<file path="config.mk">
export PLATFORM = sky130hd
export DESIGN_NAME = wb_demux_flat
export DESIGN_NICKNAME = d
export VERILOG_FILES = /design/src/rtl/wb_demux_pkg.sv /design/src/rtl/wb_demux_if.sv /design/src/rtl/wb_demux_mem_if.sv /design/src/rtl/wb_demux.sv /design/src/flat_wrapper.sv
export SDC_FILE = /design/constraint.sdc
export NUM_CORES = 1
export LEC_CHECK = 0
export BUFFER_PORTS_ARGS = -buffer_cell sky130_fd_sc_hd__clkbuf_2
export CAP_MARGIN = 20
export CORE_MARGIN = 4
export CORE_UTILIZATION = 37
export CTS_CLUSTER_DIAMETER = 120
export DETAILED_ROUTE_END_ITERATION = 8
export PLACE_DENSITY = 0.67
export SLEW_MARGIN = 20
export SYNTH_ARGS = -nofsm -noshare
export SYNTH_HDL_FRONTEND = slang
export SYNTH_HIERARCHICAL = 1
export SYNTH_SLANG_ARGS = --single-unit
</file>
<file path="constraint.sdc">
create_clock -name clk -period 1.6 [get_ports clk]
set_input_delay 0.24 -clock clk [delete_from_list [all_inputs] [get_ports clk]]
set_output_delay 0.24 -clock clk [all_outputs]
set_load 0.01 [all_outputs]
</file>
<file path="src/rtl/wb_demux_pkg.sv">
// wb_demux shared definitions: writeback select codes, FSM state
// codes, flag bit positions and small select-decoding helpers.
package wb_demux_pkg;

    typedef enum logic [2:0] {
        WB_REG_FLG = 3'b000,
        WB_REG     = 3'b001,
        WB_FLG     = 3'b010,
        WB_PC      = 3'b011,
        WB_ST      = 3'b100,
        WB_LD      = 3'b101,
        WB_NOP     = 3'b110
    } wb_sel_e;

    localparam logic [1:0] S_IDLE    = 2'd0;
    localparam logic [1:0] S_COMMIT  = 2'd1;
    localparam logic [1:0] S_MEM_REQ = 2'd2;
    localparam logic [1:0] S_MEM_WB  = 2'd3;

    // alu_flags / sr_flags layout {S,V,Z,C}
    localparam int FLG_C = 0;
    localparam int FLG_Z = 1;
    localparam int FLG_V = 2;
    localparam int FLG_S = 3;

    function automatic logic is_mem(input logic [2:0] sel);
        return (sel == WB_ST) || (sel == WB_LD);
    endfunction

    // 000 writes the register file in both builds; without the flag
    // path it simply degenerates to a plain register write.
    function automatic logic writes_rf(input logic [2:0] sel);
        return (sel == WB_REG_FLG) || (sel == WB_REG);
    endfunction

    function automatic logic writes_sr(input logic [2:0] sel);
        return (sel == WB_REG_FLG) || (sel == WB_FLG);
    endfunction

endpackage

</file>
<file path="src/rtl/wb_demux_if.sv">
// wb_demux bus bundle: controller request side, register/PC/flag
// writeback ports and the memory handshake. slave = demux side.
interface wb_demux_if #(
    parameter int DW = 16,
    parameter int RA = 3
);
    logic          start;
    logic [2:0]    wb_sel;
    logic [DW-1:0] alu_out;
    logic [3:0]    alu_flags;
    logic [RA-1:0] dst_idx;
    logic [DW-1:0] st_data;
    logic          rf_we;
    logic [RA-1:0] rf_waddr;
    logic [DW-1:0] rf_wdata;
    logic          pc_load;
    logic [DW-1:0] pc_next;
    logic          sr_we;
    logic [3:0]    sr_flags;
    logic          mem_req;
    logic          mem_we;
    logic [DW-1:0] mem_addr;
    logic [DW-1:0] mem_wdata;
    logic          mem_ack;
    logic [DW-1:0] mem_rdata;
    logic          busy;
    logic          done;

    modport slave (
        input  start, wb_sel, alu_out, alu_flags, dst_idx, st_data,
        input  mem_ack, mem_rdata,
        output rf_we, rf_waddr, rf_wdata, pc_load, pc_next,
        output sr_we, sr_flags, mem_req, mem_we, mem_addr, mem_wdata,
        output busy, done
    );

    modport master (
        output start, wb_sel, alu_out, alu_flags, dst_idx, st_data,
        output mem_ack, mem_rdata,
        input  rf_we, rf_waddr, rf_wdata, pc_load, pc_next,
        input  sr_we, sr_flags, mem_req, mem_we, mem_addr, mem_wdata,
        input  busy, done
    );

endinterface

</file>
<file path="src/rtl/wb_demux_mem_if.sv">
// wb_mem_if: memory request holder. launch loads addr/data/dir and
// raises req; req, we, addr, wdata stay put until ack.
// Ports: launch_* (load), ack/ack_rdata (memory), req/we/addr/wdata
// (to memory), rdata (captured read data), fire (ack accepted).
module wb_mem_if #(
    parameter int DW = 16
) (
    input  logic          clk,
    input  logic          rst_n,
    input  logic          launch,
    input  logic          launch_we,
    input  logic [DW-1:0] launch_addr,
    input  logic [DW-1:0] launch_wdata,
    input  logic          ack,
    input  logic [DW-1:0] ack_rdata,
    output logic          req,
    output logic          we,
    output logic [DW-1:0] addr,
    output logic [DW-1:0] wdata,
    output logic [DW-1:0] rdata,
    output logic          fire
);

    // ack with no request outstanding is dropped here
    assign fire = req && ack;

    always_ff @(posedge clk or negedge rst_n) begin
        if (!rst_n) begin
            req   <= 1'b0;
            we    <= 1'b0;
            addr  <= '0;
            wdata <= '0;
            rdata <= '0;
        end else if (launch) begin
            req   <= 1'b1;
            we    <= launch_we;
            addr  <= launch_addr;
            wdata <= launch_wdata;
        end else if (fire) begin
            req <= 1'b0;
            we  <= 1'b0;
            if (!we) begin
                rdata <= ack_rdata;
            end
        end
    end

endmodule

</file>
<file path="src/rtl/wb_demux.sv">
// wb_demux: latches one ALU result per op and steers it to the
// register file, PC, flag register or a memory read/write.
// Ports: clk, rst_n (async, active low), bus (wb_demux_if.slave).
// Macro WB_DEMUX_FLAGS_EN keeps the flag register path; without it
// sr_we/sr_flags are tied 0, 000 acts as 001 and 010 as a no-op.
module wb_demux
    import wb_demux_pkg::*;
#(
    parameter int DW = 16,
    parameter int RA = 3
) (
    input logic     clk,
    input logic     rst_n,
    wb_demux_if.slave bus
);

    logic [1:0]    state;
    logic [1:0]    state_nx;
    logic [2:0]    sel_q;
    logic [DW-1:0] res_q;
    logic [RA-1:0] dst_q;
    logic          accept;
    logic          in_commit;
    logic          in_memwb;
    logic          mem_fire;
    logic          mem_we_q;
    logic [DW-1:0] rdata_q;

    assign accept    = (state == S_IDLE) && bus.start;
    assign in_commit = (state == S_COMMIT);
    assign in_memwb  = (state == S_MEM_WB);

    always_ff @(posedge clk or negedge rst_n) begin
        if (!rst_n) begin
            state <= S_IDLE;
            sel_q <= '0;
            res_q <= '0;
            dst_q <= '0;
        end else begin
            state <= state_nx;
            if (accept) begin
                sel_q <= bus.wb_sel;
                res_q <= bus.alu_out;
                dst_q <= bus.dst_idx;
            end
        end
    end

    // a store completes through COMMIT: its select drives no strobe
    // there, so that cycle only pulses done
    always_comb begin
        state_nx = state;
        case (state)
            S_IDLE: begin
                if (bus.start) begin
                    state_nx = is_mem(bus.wb_sel) ? S_MEM_REQ : S_COMMIT;
                end
            end
            S_MEM_REQ: begin
                if (mem_fire) begin
                    state_nx = mem_we_q ? S_COMMIT : S_MEM_WB;
                end
            end
            S_COMMIT: state_nx = S_IDLE;
            S_MEM_WB: state_nx = S_IDLE;
            default:  state_nx = S_IDLE;
        endcase
    end

    wb_mem_if #(.DW(DW)) u_mem (
        .clk          (clk),
        .rst_n        (rst_n),
        .launch       (accept && is_mem(bus.wb_sel)),
        .launch_we    (bus.wb_sel == WB_ST),
        .launch_addr  (bus.alu_out),
        .launch_wdata (bus.st_data),
        .ack          (bus.mem_ack),
        .ack_rdata    (bus.mem_rdata),
        .req          (bus.mem_req),
        .we           (mem_we_q),
        .addr         (bus.mem_addr),
        .wdata        (bus.mem_wdata),
        .rdata        (rdata_q),
        .fire         (mem_fire)
    );

    assign bus.mem_we = mem_we_q;

    assign bus.rf_we    = (in_commit && writes_rf(sel_q)) || in_memwb;
    assign bus.rf_waddr = dst_q;
    assign bus.rf_wdata = in_memwb ? rdata_q : res_q;
    assign bus.pc_load  = in_commit && (sel_q == WB_PC);
    assign bus.pc_next  = res_q;
    assign bus.done     = in_commit || in_memwb;
    assign bus.busy     = (state != S_IDLE);

`ifdef WB_DEMUX_FLAGS_EN
    logic [3:0] flags_q;

    always_ff @(posedge clk or negedge rst_n) begin
        if (!rst_n) begin
            flags_q <= '0;
        end else if (accept) begin
            flags_q <= bus.alu_flags;
        end
    end

    assign bus.sr_we    = in_commit && writes_sr(sel_q);
    assign bus.sr_flags = flags_q;
`else
    logic unused_flags;
    assign unused_flags = ^bus.alu_flags;
    assign bus.sr_we    = 1'b0;
    assign bus.sr_flags = 4'b0000;
`endif

endmodule

</file>
<file path="src/flat_wrapper.sv">
// flat-port wrapper written by rule: the top's interface ports become plain ports
module wb_demux_flat import wb_demux_pkg::*;
#(
    parameter int DW = 16,
    parameter int RA = 3
)
  (clk, rst_n, bus_start, bus_wb_sel, bus_alu_out, bus_alu_flags, bus_dst_idx, bus_st_data, bus_mem_ack, bus_mem_rdata, bus_rf_we, bus_rf_waddr, bus_rf_wdata, bus_pc_load, bus_pc_next, bus_sr_we, bus_sr_flags, bus_mem_req, bus_mem_we, bus_mem_addr, bus_mem_wdata, bus_busy, bus_done);
  wb_demux_if #(.DW(DW), .RA(RA)) bus_i ();
  input logic clk;
  input logic rst_n;
  input wire logic [$bits(bus_i.start)-1:0] bus_start;
  input wire logic [$bits(bus_i.wb_sel)-1:0] bus_wb_sel;
  input wire logic [$bits(bus_i.alu_out)-1:0] bus_alu_out;
  input wire logic [$bits(bus_i.alu_flags)-1:0] bus_alu_flags;
  input wire logic [$bits(bus_i.dst_idx)-1:0] bus_dst_idx;
  input wire logic [$bits(bus_i.st_data)-1:0] bus_st_data;
  input wire logic [$bits(bus_i.mem_ack)-1:0] bus_mem_ack;
  input wire logic [$bits(bus_i.mem_rdata)-1:0] bus_mem_rdata;
  output wire logic [$bits(bus_i.rf_we)-1:0] bus_rf_we;
  output wire logic [$bits(bus_i.rf_waddr)-1:0] bus_rf_waddr;
  output wire logic [$bits(bus_i.rf_wdata)-1:0] bus_rf_wdata;
  output wire logic [$bits(bus_i.pc_load)-1:0] bus_pc_load;
  output wire logic [$bits(bus_i.pc_next)-1:0] bus_pc_next;
  output wire logic [$bits(bus_i.sr_we)-1:0] bus_sr_we;
  output wire logic [$bits(bus_i.sr_flags)-1:0] bus_sr_flags;
  output wire logic [$bits(bus_i.mem_req)-1:0] bus_mem_req;
  output wire logic [$bits(bus_i.mem_we)-1:0] bus_mem_we;
  output wire logic [$bits(bus_i.mem_addr)-1:0] bus_mem_addr;
  output wire logic [$bits(bus_i.mem_wdata)-1:0] bus_mem_wdata;
  output wire logic [$bits(bus_i.busy)-1:0] bus_busy;
  output wire logic [$bits(bus_i.done)-1:0] bus_done;
  assign bus_i.start = bus_start;
  assign bus_i.wb_sel = bus_wb_sel;
  assign bus_i.alu_out = bus_alu_out;
  assign bus_i.alu_flags = bus_alu_flags;
  assign bus_i.dst_idx = bus_dst_idx;
  assign bus_i.st_data = bus_st_data;
  assign bus_i.mem_ack = bus_mem_ack;
  assign bus_i.mem_rdata = bus_mem_rdata;
  assign bus_rf_we = bus_i.rf_we;
  assign bus_rf_waddr = bus_i.rf_waddr;
  assign bus_rf_wdata = bus_i.rf_wdata;
  assign bus_pc_load = bus_i.pc_load;
  assign bus_pc_next = bus_i.pc_next;
  assign bus_sr_we = bus_i.sr_we;
  assign bus_sr_flags = bus_i.sr_flags;
  assign bus_mem_req = bus_i.mem_req;
  assign bus_mem_we = bus_i.mem_we;
  assign bus_mem_addr = bus_i.mem_addr;
  assign bus_mem_wdata = bus_i.mem_wdata;
  assign bus_busy = bus_i.busy;
  assign bus_done = bus_i.done;
  wb_demux #(.DW(DW), .RA(RA)) u_core (.clk(clk), .rst_n(rst_n), .bus(bus_i));
endmodule
</file>
==> impl_metrics.py <==
metrics = {
    "global_route": {
        "grt_pass1_vias": 2352,
        "grt_max_degree": 37,
        "grt_pass1_wl_um": 12200,
        "grt_use_total_pct": 15.4,
        "overflow": 0,
        "antenna_found_initial": 0,
    },
    "power": {
        "p_int_uw": 6230,
        "p_total_uw": 8950,
        "switching_power_uw": 2720,
        "p_leak_uw": 0.00250,
        "swShare_pct": 30.4,
        "clkPwrFrac_pct": 18.3,
        "power_frac_seq_pct": 36.9,
        "p_per_area_nw_per_um2": 1840,
        "ir_drop_uv": 953,
        "power_frac_comb_pct": 44.8,
    },
    "yosys": {
        "yosys_warnings": 6,
        "synth_cell_types": 27,
        "ys_seq_area_share_pct": 56.8,
        "syn_area_um2": 3260,
        "synthCells": 200,
        "ys_ff_latch": 74,
        "syn_area_per_cell_um2": 16.3,
    },
    "worst_setup_path": {
        "worstPathRequired_ns": 1.36,
        "cp_max_fo": 8,
        "startpoint_type": "register",
        "arrival_ns": 1.56,
        "crit_path_end_kind": "primary output",
        "crit_type": "register to primary output",
    },
    "route": {
        "first_iter_violations": 41,
        "routed_via_density": 4.72,
        "wl_per_cell_um": 17.3,
        "drc": 0,
        "finalWirelength_um": 8040,
        "dr.pass1.iters": 4,
        "vias": 2201,
        "antenna_left": 0,
    },
    "final_layout": {
        "nets": 419,
        "area_delta_synth_final_pct": 49.2,
        "utilization_pct": 58.1,
        "final_area_um2": 4870,
        "layout-drive-gt1-share_pct": 73.1,
        "instances_no_fill": 466,
        "fillers": 678,
        "multi_input_area_um2": 1490,
        "seq_area_um2": 1850,
        "diodes": 0,
    },
    "timing": {
        "fin_ws_ns": -0.198,
        "rsz0062_at_grt": "yes",
        "post-route-period-util_pct": 112,
        "setup_viol": 87,
        "slew_violations": 0,
        "clock_skew_ns": 0.00927,
        "hold_ws_ns": 0.121,
        "final-hold-violation-count": 0,
        "finalCriticalPeriod_ns": 1.80,
        "max_freq_mhz": 556,
    },
    "status": {
        "violations": "setup timing",
        "status": "finished with violations",
    },
    "floorplanning": {
        "dieWidth_um": 102,
        "die_area_um2": 10400,
        "boundaryPins": 140,
        "coreArea_um2": 8380,
        "num_rows": 33,
        "die_y_um": 102,
        "initial_core_util_pct": 38.9,
    },
    "placed_design": {
        "dpl-instance-area_um2": 4070,
        "dp_cells": 437,
        "hpwl_um": 5170,
        "port_buffers": 130,
        "place_congestion": 0.711,
    },
    "clock_network": {
        "clk-insertion-delay-late_ns": 0.34,
        "numCtsBuffers": 9,
        "clock_sinks": 74,
        "clk_path_buf_depth": 2,
        "cts_tree": "done",
        "h-tree-depth": 3,
        "root_buffer": "clkbuf_8",
        "clkTransAtPathRegs_ns": 0.08,
    },
    "job": {
        "drv_cap": 0,
    },
    "min_path": {
        "worstHoldPathType": "primary input to register",
    },
}
sequential cells by signal, indices dropped and copies added, names as in the netlist, 2 cells and up:
register	cells
u_core/u_mem/addr	16
u_core/bus.rf_waddr	3
u_core/state	2
u_core/bus.pc_next	16
u_core/u_mem/rdata	16
u_core/u_mem/wdata	16
u_core/sel_q	3
cell type report:
type / count / share of cell area [%]
clock buffer: 11 / 3.11
multi-input combinational: 112 / 30.7
timing repair buffer: 158 / 23.7
sequential: 74 / 38.1
inverter: 2 / 0.154
clock inverter: 4 / 1.54
tap: 105 / 2.70
logic make-up (layout without fill, tap and decap cells):
kind of cell	count (synthesis)	count (layout)	synth area share, %
compound gates	6	6	1.34
simple gates	15	15	3.64
flops	74	74	56.8
buf+inv	18	175	4.99
mux	86	86	33.1
other cells	1	5	0.115
synth_stat cells, drive strengths merged:
library cell,count,area (um^2)
nor4bb,1,25.0
nand3b,1,7.51
nand4b,1,8.76
a21oi,1,5.00
o21ba,1,10.0
nand2b,2,12.5
or2,1,8.76
a311oi,1,8.76
a21o,1,7.51
conb,1,3.75
inv,2,7.51
o21a,1,7.51
nand2,3,13.8
dfrtp,74,1850
nor2,4,31.3
and2,1,6.26
mux2,86,1080
buf,15,151
clkbuf,1,3.75
nor3,1,5.00
o21ai,1,5.00
per-stage QoR:
step / setup TNS [ns] / setup slack, ns
2_1_floorplan: -4.70 / -0.173
3_3_place_gp: -0.926 / -0.0584
3_5_place_dp: -1.69 / -0.0880
4_1_cts: -7.72 / -0.206
5_1_grt: -16.86 / -0.268
6_report: -11.69 / -0.198
final timing paths:
| kind | from | to | slack, ns | cells past startpoint |
|---|---|---|---|---|
| hold reg to reg | u_core/u_mem/wdata[12] | u_core/u_mem/wdata[12] | 0.51 | 1 |
| setup / recovery | u_core/state[0] | bus_rf_wdata[3] | -0.20 | 5 |
| max in group asynchronous | rst_n | u_core/u_mem/addr[7] | 0.73 | 3 |
| setup reg to reg | u_core/state[0] | u_core/u_mem/rdata[4] | -0.18 | 7 |
| hold / removal | bus_mem_rdata[1] | u_core/u_mem/rdata[1] | 0.12 | 2 |
| min in group asynchronous | rst_n | u_core/u_mem/addr[0] | 0.32 | 2 |
what timing repair did:
action,CTS,global route
hold buffers,1,0
buffers inserted,6,2
gates cloned,2,4
pin swaps,1,2
endpoints found under the hold margin,20,0
resized for setup,56,56
setup endpoints to repair,48,90
cells in the final DEF (no fill, tap or decap), types with 2 or more instances in the layout:
cell / count
clkbuf_2: 113
mux2_4: 85
dfrtp_1: 74
buf_6: 23
clkbuf_8: 11
buf_12: 7
buf_4: 7
conb_1: 5
clkbuf_16: 3
nor2_1: 3
bufinv_16: 2
clkinvlp_4: 2
buf_2: 2
nand2b_1: 2
inv_1: 2
nand2_1: 2
power by group through the flow:
stage          registers (uW)  clock network, uW  logic, uW
3_5_place_dp             3280                  0       3150
5_1_grt                  3440               1770       4260
6_report                 3300               1640       4010
3_3_place_gp             3240                  0       3100
2_1_floorplan            3490                  0       1650
4_1_cts                  3290               1690       3610
layer usage:
metal	global-route usage (%)	routed length, um
met1	19.8	3370
met4	3.33	61
met5	0	0
met3	7.51	886
met2	23.6	3730
worst max-delay path: stages (launching register included):
cell	delay (ns)
dfrtp_1	0.41
buf_6	0.14
nand2_8	0.07
buf_12	0.15
mux2_4	0.31
buf_8	0.13
(Power assumes the default switching activity.)
